<file path="config.mk">
export PLATFORM = sky130hd
export DESIGN_NAME = lsu
export DESIGN_NICKNAME = d
export VERILOG_FILES = /design/src/rtl/lsu.sv
export SDC_FILE = /design/constraint.sdc
export NUM_CORES = 1
export LEC_CHECK = 0
export CAP_MARGIN = 20
export CORE_ASPECT_RATIO = 1.4
export CORE_MARGIN = 5
export CORE_UTILIZATION = 32
export CTS_BUF_LIST = sky130_fd_sc_hd__clkbuf_4 sky130_fd_sc_hd__clkbuf_8 sky130_fd_sc_hd__clkbuf_16
export CTS_CLUSTER_SIZE = 16
export DETAILED_ROUTE_END_ITERATION = 10
export MAX_ROUTING_LAYER = met4
export SYNTH_ARGS = -nofsm -noshare
export SYNTH_HDL_FRONTEND = slang
export SYNTH_SLANG_ARGS = --single-unit
export TNS_END_PERCENT = 5
</file>
<file path="constraint.sdc">
create_clock -name clk -period 2.19 [get_ports clk]
set_input_delay 0.3285 -clock clk [delete_from_list [all_inputs] [get_ports clk]]
set_output_delay 0.3285 -clock clk [all_outputs]
set_load 0.05 [all_outputs]
</file>
<file path="src/rtl/lsu.sv">
// Load/store unit: turns one CPU load/store into a single-beat bus transaction.
// It aligns and extends load data, and lane-shifts store data and byte strobes.
module lsu #(
    parameter int DATA_WIDTH = 32
) (
    input  logic                    clk,
    input  logic                    rst,
    input  logic                    req_valid,
    input  logic                    MemWr,
    input  logic [2:0]              MemOp,
    input  logic [DATA_WIDTH-1:0]   Addr,
    input  logic [DATA_WIDTH-1:0]   DataIn,
    output logic [DATA_WIDTH-1:0]   DataOut,
    output logic                    stall,
    output logic                    done,
    output logic                    err,
    output logic                    bus_valid,
    input  logic                    bus_ready,
    output logic [DATA_WIDTH-1:0]   bus_addr,
    output logic                    bus_wen,
    output logic [DATA_WIDTH-1:0]   bus_wdata,
    output logic [3:0]              bus_wstrb,
    input  logic                    bus_rvalid,
    input  logic [DATA_WIDTH-1:0]   bus_rdata
);

    typedef enum logic [1:0] {
        S_IDLE = 2'b00,
        S_REQ  = 2'b01,
        S_WAIT = 2'b10,
        S_DONE = 2'b11
    } state_e;

    state_e                  state_q, state_d;
    logic [DATA_WIDTH-1:0]   addr_q, wdata_q, dout_q;
    logic [3:0]              wstrb_q;
    logic                    wen_q, err_q;
    logic [2:0]              op_q;
    logic [1:0]              off_q;

    logic                    illegal_op, misaligned, bad;
    logic [3:0]              strb_in;
    logic [DATA_WIDTH-1:0]   wdata_in, rd_shift, load_fmt;

    // Request decode, evaluated combinationally while sitting in IDLE
    always_comb begin
        illegal_op = (MemOp == 3'b011) || (MemOp == 3'b110) || (MemOp == 3'b111) ||
                     (MemWr && MemOp[2]);
        misaligned = ((MemOp[1:0] == 2'b01) && Addr[0]) ||
                     ((MemOp == 3'b010) && (Addr[1:0] != 2'b00));
        bad        = illegal_op || misaligned;
        case (MemOp[1:0])
            2'b00:   strb_in = 4'b0001 << Addr[1:0];
            2'b01:   strb_in = 4'b0011 << Addr[1:0];
            default: strb_in = 4'b1111;
        endcase
        case (MemOp[1:0])
            2'b00:   wdata_in = {4{DataIn[7:0]}};
            2'b01:   wdata_in = {2{DataIn[15:0]}};
            default: wdata_in = DataIn;
        endcase
    end

    // Load formatting from the latched size/sign and byte offset
    always_comb begin
        rd_shift = bus_rdata >> {off_q, 3'b000};
        case (op_q)
            3'b000:  load_fmt = {{(DATA_WIDTH-8){rd_shift[7]}},   rd_shift[7:0]};
            3'b100:  load_fmt = {{(DATA_WIDTH-8){1'b0}},          rd_shift[7:0]};
            3'b001:  load_fmt = {{(DATA_WIDTH-16){rd_shift[15]}}, rd_shift[15:0]};
            3'b101:  load_fmt = {{(DATA_WIDTH-16){1'b0}},         rd_shift[15:0]};
            default: load_fmt = bus_rdata;
        endcase
    end

    always_comb begin
        state_d = state_q;
        case (state_q)
            S_IDLE: if (req_valid) state_d = bad ? S_DONE : S_REQ;
            S_REQ:  if (bus_ready) state_d = S_WAIT;
            S_WAIT: if (bus_rvalid) state_d = S_DONE;
            S_DONE: state_d = S_IDLE;
            default: state_d = S_IDLE;
        endcase
    end

    always_ff @(posedge clk or negedge rst) begin
        if (!rst) begin
            state_q <= S_IDLE;
            addr_q  <= '0;
            wdata_q <= '0;
            wstrb_q <= '0;
            wen_q   <= 1'b0;
            op_q    <= 3'b000;
            off_q   <= 2'b00;
            err_q   <= 1'b0;
            dout_q  <= '0;
        end else begin
            state_q <= state_d;
            if (state_q == S_IDLE && req_valid) begin
                err_q <= bad;
                if (bad) begin
                    dout_q <= '0;
                end else begin
                    addr_q  <= {Addr[DATA_WIDTH-1:2], 2'b00};
                    wdata_q <= wdata_in;
                    wstrb_q <= strb_in;
                    wen_q   <= MemWr;
                    op_q    <= MemOp;
                    off_q   <= Addr[1:0];
                end
            end
            // Stores complete on rvalid too, but leave DataOut cleared
            if (state_q == S_WAIT && bus_rvalid)
                dout_q <= wen_q ? '0 : load_fmt;
        end
    end

    assign bus_valid = (state_q == S_REQ);
    assign bus_addr  = addr_q;
    assign bus_wen   = wen_q;
    assign bus_wdata = wdata_q;
    assign bus_wstrb = wstrb_q;
    assign done      = (state_q == S_DONE);
    assign err       = done && err_q;
    assign DataOut   = dout_q;
    assign stall     = ((state_q == S_IDLE) && req_valid) ||
                       (state_q == S_REQ) || (state_q == S_WAIT);

endmodule

</file>
==> results of run 1 <==
-- worst max-delay path: stages, from the launching register on --
cell	delay, ps
dfrtp_1	370
inv_1	90
ha_1	220
and3b_1	180
buf_4	160
and2_1	310
buf_4	250
a221o_1	370
-- placed cells by master, fill, tap and decap left out, types with 7 or more instances in the layout --
cell / synthesis / final
a221o_1: 16 / 16
o21ai_0: 38 / 38
mux2i_1: 33 / 33
o2bb2ai_1: 16 / 16
mux2_1: 44 / 44
a211o_1: 8 / 8
nand2_1: 39 / 39
a21oi_1: 18 / 18
clkbuf_16: 0 / 9
a22o_1: 8 / 8
nor2_1: 24 / 24
clkdlybuf4s50_1: 0 / 203
dfrtp_1: 107 / 107
buf_4: 2 / 28
inv_1: 7 / 7
nand2b_1: 8 / 8
-- area by class of cell --
type,instances,area (sq um)
Clock buffer,9,225.2
Clock inverter,6,72.57
Fill cell,1454,7770
Inverter,7,26.28
Multi-Input combinational cell,277,2103
Sequential cell,107,2678
Tap cell,196,245.2
Timing Repair Buffer,237,2352
-- path summary, 6_finish.rpt --
| path | end | slack, ps | cells past startpoint |
|---|---|---|---|
| worst max-delay path | DataOut[22] | 130 | 7 |
| worst min-delay path | bus_addr[23] | 480 | 2 |
| worst max register to register | DataOut[22] | 130 | 7 |
| worst min register to register | bus_wdata[24] | 480 | 2 |
| max in group asynchronous | bus_addr[5] | 1070 | 3 |
| min in group clk | bus_wdata[24] | 480 | 2 |
-- layer usage --
metal	share of wire	track usage
met1	0.37	0.1958
met2	0.53	0.3140
met3	0.081	0.04359
met4	0.016	0.04698
met5	0	-
-- power groups by stage --
stage / Clock, mW / Combinational (mW) / Sequential (mW)
finish: 1.65 / 7.02 / 3.41
global route: 1.75 / 7.38 / 3.55
CTS: 1.70 / 7.11 / 3.43
detailed placement: 0 / 7.10 / 3.45
global placement: 0 / 7.02 / 3.43
floorplan: 0 / 1.76 / 6.15
-- state kept, by name, summed over array words and instances, names as in the netlist --
name / cells
state_q: 2
err_q: 1
bus_wdata: 32
bus_wen: 1
bus_addr: 30
off_q: 2
bus_wstrb: 4
DataOut: 32
op_q: 3
-- repair_timing --
action                                 CTS  global route
setup buffers                            0             0
endpoints found under the hold margin   32             0
hold buffers                             1             0
gates resized for setup                  0             0
-- cells by family (layout without fill, tap and decap cells) --
family | after synthesis | count (layout) | share of synthesized area
compound gates | 111 | 111 | 0.1616
fa+ha+maj | 5 | 5 | 0.01255
buf+inv | 38 | 259 | 0.04393
flops | 107 | 107 | 0.5371
mux | 79 | 79 | 0.1724
other cells | 1 | 2 | 0.0007523
simple gates | 80 | 80 | 0.07154
-- per-stage QoR --
stage          setup TNS (ps)  hold WS (ps)  area, sq um  utilization  setup slack [ps]
2_1_floorplan               0         32.91         4989            -             312.2
3_3_place_gp                0         311.9         7395       0.4779            0.1412
3_5_place_dp           -658.1         321.7         7395       0.4779            -60.85
4_1_cts                     0         484.6         7702       0.4978             129.2
5_1_grt                     0         501.3         7702       0.4978             25.22
6_report                    0         483.2         7702       0.4978             125.1
==> flow_summary.yaml, run 1 <==
sta:
  rsz0062_at_grt: "false"
  period_minus_slack_ps: 2065
  slew-limit-headroom: 0.3430
  slew_violations: 0
  worst_pin_slew_ps: 981.8
  max_freq_mhz: 484.3
  hold_violations: 0
  finalSetupViolCount: 0
  period_share: 0.9429
  finClkSkew_ps: 9.660
setup_path:
  cp-end-kind: "flop"
  cp-startpoint: "state_q[0]"
  critPathKind: "reg -> reg"
  start_kind: "flop"
  worstPathRequired_ps: 2410
  cp.arrival_ps: 2290
  crit_fanout: 12
  rr_startpoint: "state_q[0]"
placement:
  placed_cells: 823
  dp_hpwl_um: 12310
  io_buffers: 207
  place.gp.congestion: 0.8068
synthesis:
  yosysUniqueCellTypes: 35
  synth.top_cells.by_area: "dfrtp_1, mux2_1, mux2i_1"
  syn-instance-count: 421
  synth_commonest_cells: "dfrtp_1, mux2_1, nand2_1, o21ai_0, mux2i_1"
  synth_edf_count: 0
  syn-mean-instance-area_sq_um: 11.84
  ys_seq_elements: 107
  yosys_warnings: 0
  async_flop_share: 1.000
  synth_most_common_cell: "dfrtp_1"
  synth_top_area_share: 0.5371
  synth_top_area_cell: "dfrtp_1"
  synthFlopType: "dfrtp_1"
  seq_area_frac_synth: 0.5371
  netlist_area_sq_um: 4985
die:
  rows: 54
  die-area_sq_um: 18210
  fp.dieW_um: 115.5
  die_y_um: 157.7
  core_area_sq_um: 15470
  ios: 210
  start_util: 0.3222
clock_network:
  path_clk_slew_ps: 70
  cts_tree: "yes"
  numCtsBuffers: 9
  cts_sinks: 107
  clock_latency_ps: 340
  root_buffer: "clkbuf_16"
  cts_htree_levels: 3
  cts.path.max_buffers: 2
grt:
  grt_pass1_wl_um: 24190
  grt_overflow_total: 0
  grt.total_usage: 0.1764
  antenna_found_initial: 0
  first_global_vias: 4429
  grt_max_degree: 52
drt:
  finalWirelength_um: 15520
  drc: 0
  vias: 4189
  wl_per_cell_um: 18.50
  dr.pass1.iters: 6
  vias_per_cell: 4.993
  drtAntennaViolNets: 0
  first_iter_violations: 152
finish:
  drive_gt1_frac: 0.08709
  num_antenna_cells: 0
  area_growth_syn_to_layout_pct: 54.52
  final_cells: 839
  nets: 749
power_and_ir_drop:
  power_density_nw_per_um2: 1568
  clock_power_share: 0.136
  sw_frac_of_total: 0.4796
  p_switching_mw: 5.793
  pwr-share-comb: 0.581
  p_total_mw: 12.08
  power_leakage_nw: 3.377
  p_int_mw: 6.285
  seqPwrFrac: 0.283
  ir_worst_vdd_uv: 592.8
run_status:
  status: "finished clean"
min_path:
  hold_class: "in -> async"
job:
  maxCapViolCount: 0
Power figures use the tool's default switching activity.
==> inputs of run 2 (changes only) <==
Settings changed: SLEW_MARGIN set to 20.
==> results of run 2 <==
Same layout as run 1: the final DEF is identical, and so are final timing and power.
==> inputs of run 3 (changes only) <==
Settings changed: ABC_AREA set to 1, CAP_MARGIN 20 to 15, SETUP_SLACK_MARGIN set to 0.02.
==> run 3 against run 2 <==
Power grew 8.1%. Critical path type is now reg -> out. Critical endpoint is now done. Flip-flop and latch count is the same. Critical path depth fell by 5. Count of clock-buffer cells in the layout grew 1. Largest power group unchanged. Non-clock buffer count is 7 lower. Cell area is 3.4% higher. Highest routed layer unchanged. Synthesized cell count is 70% higher. Register-to-register slack improved by 330 ps. Combinational power rose by 14%. Sequential share of layout area fell by 1.1 points.
==> flow_summary.yaml, run 3 <==
run_status:
  status: "finished clean"
power_and_ir_drop:
  p_total_mw: 13.05
  power_density_nw_per_um2: 1639
  power_leakage_nw: 4.010
  ir_worst_vdd_uv: 754.5
placement:
  dp_hpwl_um: 13160
  dp_worst_setup_slack_ps: 276.4
  placed_cells: 1108
  place.gp.congestion: 0.8370
  io_buffers: 207
min_path:
  hold_class: "reg -> reg"
synthesis:
  synth_top_area_share: 0.5052
  syn-mean-instance-area_sq_um: 7.423
  synth.top_cells.by_area: "dfrtp_1, nand2_1, nor2_1"
  yosysUniqueCellTypes: 29
  synth_edf_count: 0
  async_flop_share: 1.000
  ys_seq_elements: 107
  seq_area_frac_synth: 0.5052
  synth_most_common_cell: "nand2_1"
  netlist_area_sq_um: 5300
  yosys_warnings: 0
  synthFlopType: "dfrtp_1"
  synth_commonest_cells: "nand2_1, dfrtp_1, nor2_1, inv_1, a21oi_1"
  synth_top_area_cell: "dfrtp_1"
  syn-instance-count: 714
clock_network:
  root_buffer: "clkbuf_16"
  path_clk_slew_ps: 70
  cts_tree: "yes"
  cts_sinks: 107
  clock_latency_ps: 340
  numCtsBuffers: 9
  cts.path.max_buffers: 2
  cts_htree_levels: 3
finish:
  nets: 1031
  final_cell_mix: "nand2_1, clkdlybuf4s50_1, dfrtp_1"
  area_growth_syn_to_layout_pct: 50.21
  num_antenna_cells: 0
  drive_gt1_frac: 0.06048
  final_cells: 1125
  final_common_cell: "nand2_1"
sta:
  period_share: 0.9376
  finalSetupViolCount: 0
  hold_violations: 0
  setup_slack_ps: 136.7
  max_freq_mhz: 487.0
  period_minus_slack_ps: 2053
  slew-limit-headroom: 0.6259
  slew_violations: 0
  fin_setup_tns_ps: 0
  finClkSkew_ps: 9.302
  worst_pin_slew_ps: 559.4
  rsz0062_at_grt: "false"
setup_path:
  crit_chain: "ha_1 -> clkdlybuf4s50_1"
  cp-end-kind: "output pin"
  crit_fanout: 3
  crit_path_end: "done"
  regToRegSetupSlack_ps: 460
  cp_slowest_cell: "clkdlybuf4s50_1"
  crit_family: "buffers and inverters"
  worstPathRequired_ps: 1860
  crit_buf_inv: 1
  cp.arrival_ps: 1720
  path_depth: 2
  cp-startpoint: "state_q[0]"
  rr_startpoint: "state_q[0]"
  worst_path_largest_cell_delay_ps: 820
  r2r.worst_path.cells: 9
  start_kind: "flop"
  r2r_end: "bus_addr[22]"
  critPathKind: "reg -> out"
drt:
  first_iter_violations: 413
  met3_length_um: 1114
  drc: 0
  dr_wl_met2_um: 8733
  drtAntennaViolNets: 0
  top_layer_used: "met4"
  dr.pass1.iters: 4
  vias_per_cell: 4.567
  m1WireLength_um: 7108
  finalWirelength_um: 17370
  wl_per_cell_um: 15.44
  vias: 5138
die:
  start_util: 0.3263
  core_area_sq_um: 16240
  die-area_sq_um: 19270
  ios: 210
  rows: 55
  die_y_um: 162.3
  fp.dieW_um: 118.8
grt:
  grt_overflow_total: 0
  grt_max_degree: 51
  grt_pass1_wl_um: 27600
  first_global_vias: 5285
  antenna_found_initial: 0
  grt.total_usage: 0.1853
job:
  maxCapViolCount: 0
## run 3: cell types whose count changed after synthesis, moves of 10 or more
cell,change
nand2_1,+352
mux2_1,-44
mux2i_1,-33
o21ai_0,-28
inv_1,+23
nand3_1,+20
o21ai_1,+20
nor2_1,+18
a221o_1,-16
o2bb2ai_1,-16
buf_4,+10
## run 3: routing by layer
metal  track usage  up-vias
met2        0.3198      180
li1              -     2608
met1        0.2110     2325
met5             -        -
met4       0.06378        0
met3       0.04424       25
## run 3: through the flow
step,area (sq um),utilization,hold slack (ps)
6_report,7961,0.4902,470.5
5_1_grt,7961,0.4902,492.2
4_1_cts,7959,0.4901,477.0
3_5_place_dp,7662,0.4718,334.5
3_3_place_gp,7662,0.4718,327.2
2_1_floorplan,5304,-,32.91
## run 3: where the power goes
part	switching [mW]	internal (mW)
clock	0.760	0.814
combinational	5.40	2.63
sequential	0.546	2.90
total	6.70	6.35
## run 3: cell families (layout without fill, tap and decap cells)
family	count (synthesis)	in the layout	synth area share
fa+ha+maj	5	5	0.01180
buf+inv	70	281	0.06492
flops	107	107	0.5052
simple gates	465	465	0.3473
compound gates	66	66	0.07012
other cells	1	2	0.0007075
## run 3: worst min-delay path: stages, from the launching register on
cell and delay (ps):
dfrtp_1 340, nand2_1 50, nand2_1 50
## run 3: how the worst min path moves through the flow
| stage | endpoint | slack [ps] | from | cells past startpoint |
|---|---|---|---|---|
| 2_1_floorplan | DataOut[0] | 30 | rst | 0 |
| 4_1_cts | DataOut[2] | 480 | DataOut[2] | 2 |
| 3_5_place_dp | bus_wdata[29] | 330 | rst | 1 |
| 3_3_place_gp | bus_wdata[29] | 330 | rst | 1 |
| 5_1_grt | DataOut[19] | 490 | DataOut[19] | 2 |
| 6_report | DataOut[2] | 470 | DataOut[2] | 2 |
## run 3: cell type report
type,count,area (sq um)
Fill cell,1615,8279
Clock buffer,10,239.0
Timing Repair Buffer,230,2331
Inverter,35,133.9
Sequential cell,107,2678
Multi-Input combinational cell,538,2282
Clock inverter,6,48.80
Tap cell,199,249.0
## run 3: repair_timing
action,4_1_cts,5_1_grt
gates resized for setup,1,1
setup buffers,0,0
hold endpoints to repair,31,0
hold buffers,1,0
setup endpoints to repair,1,1
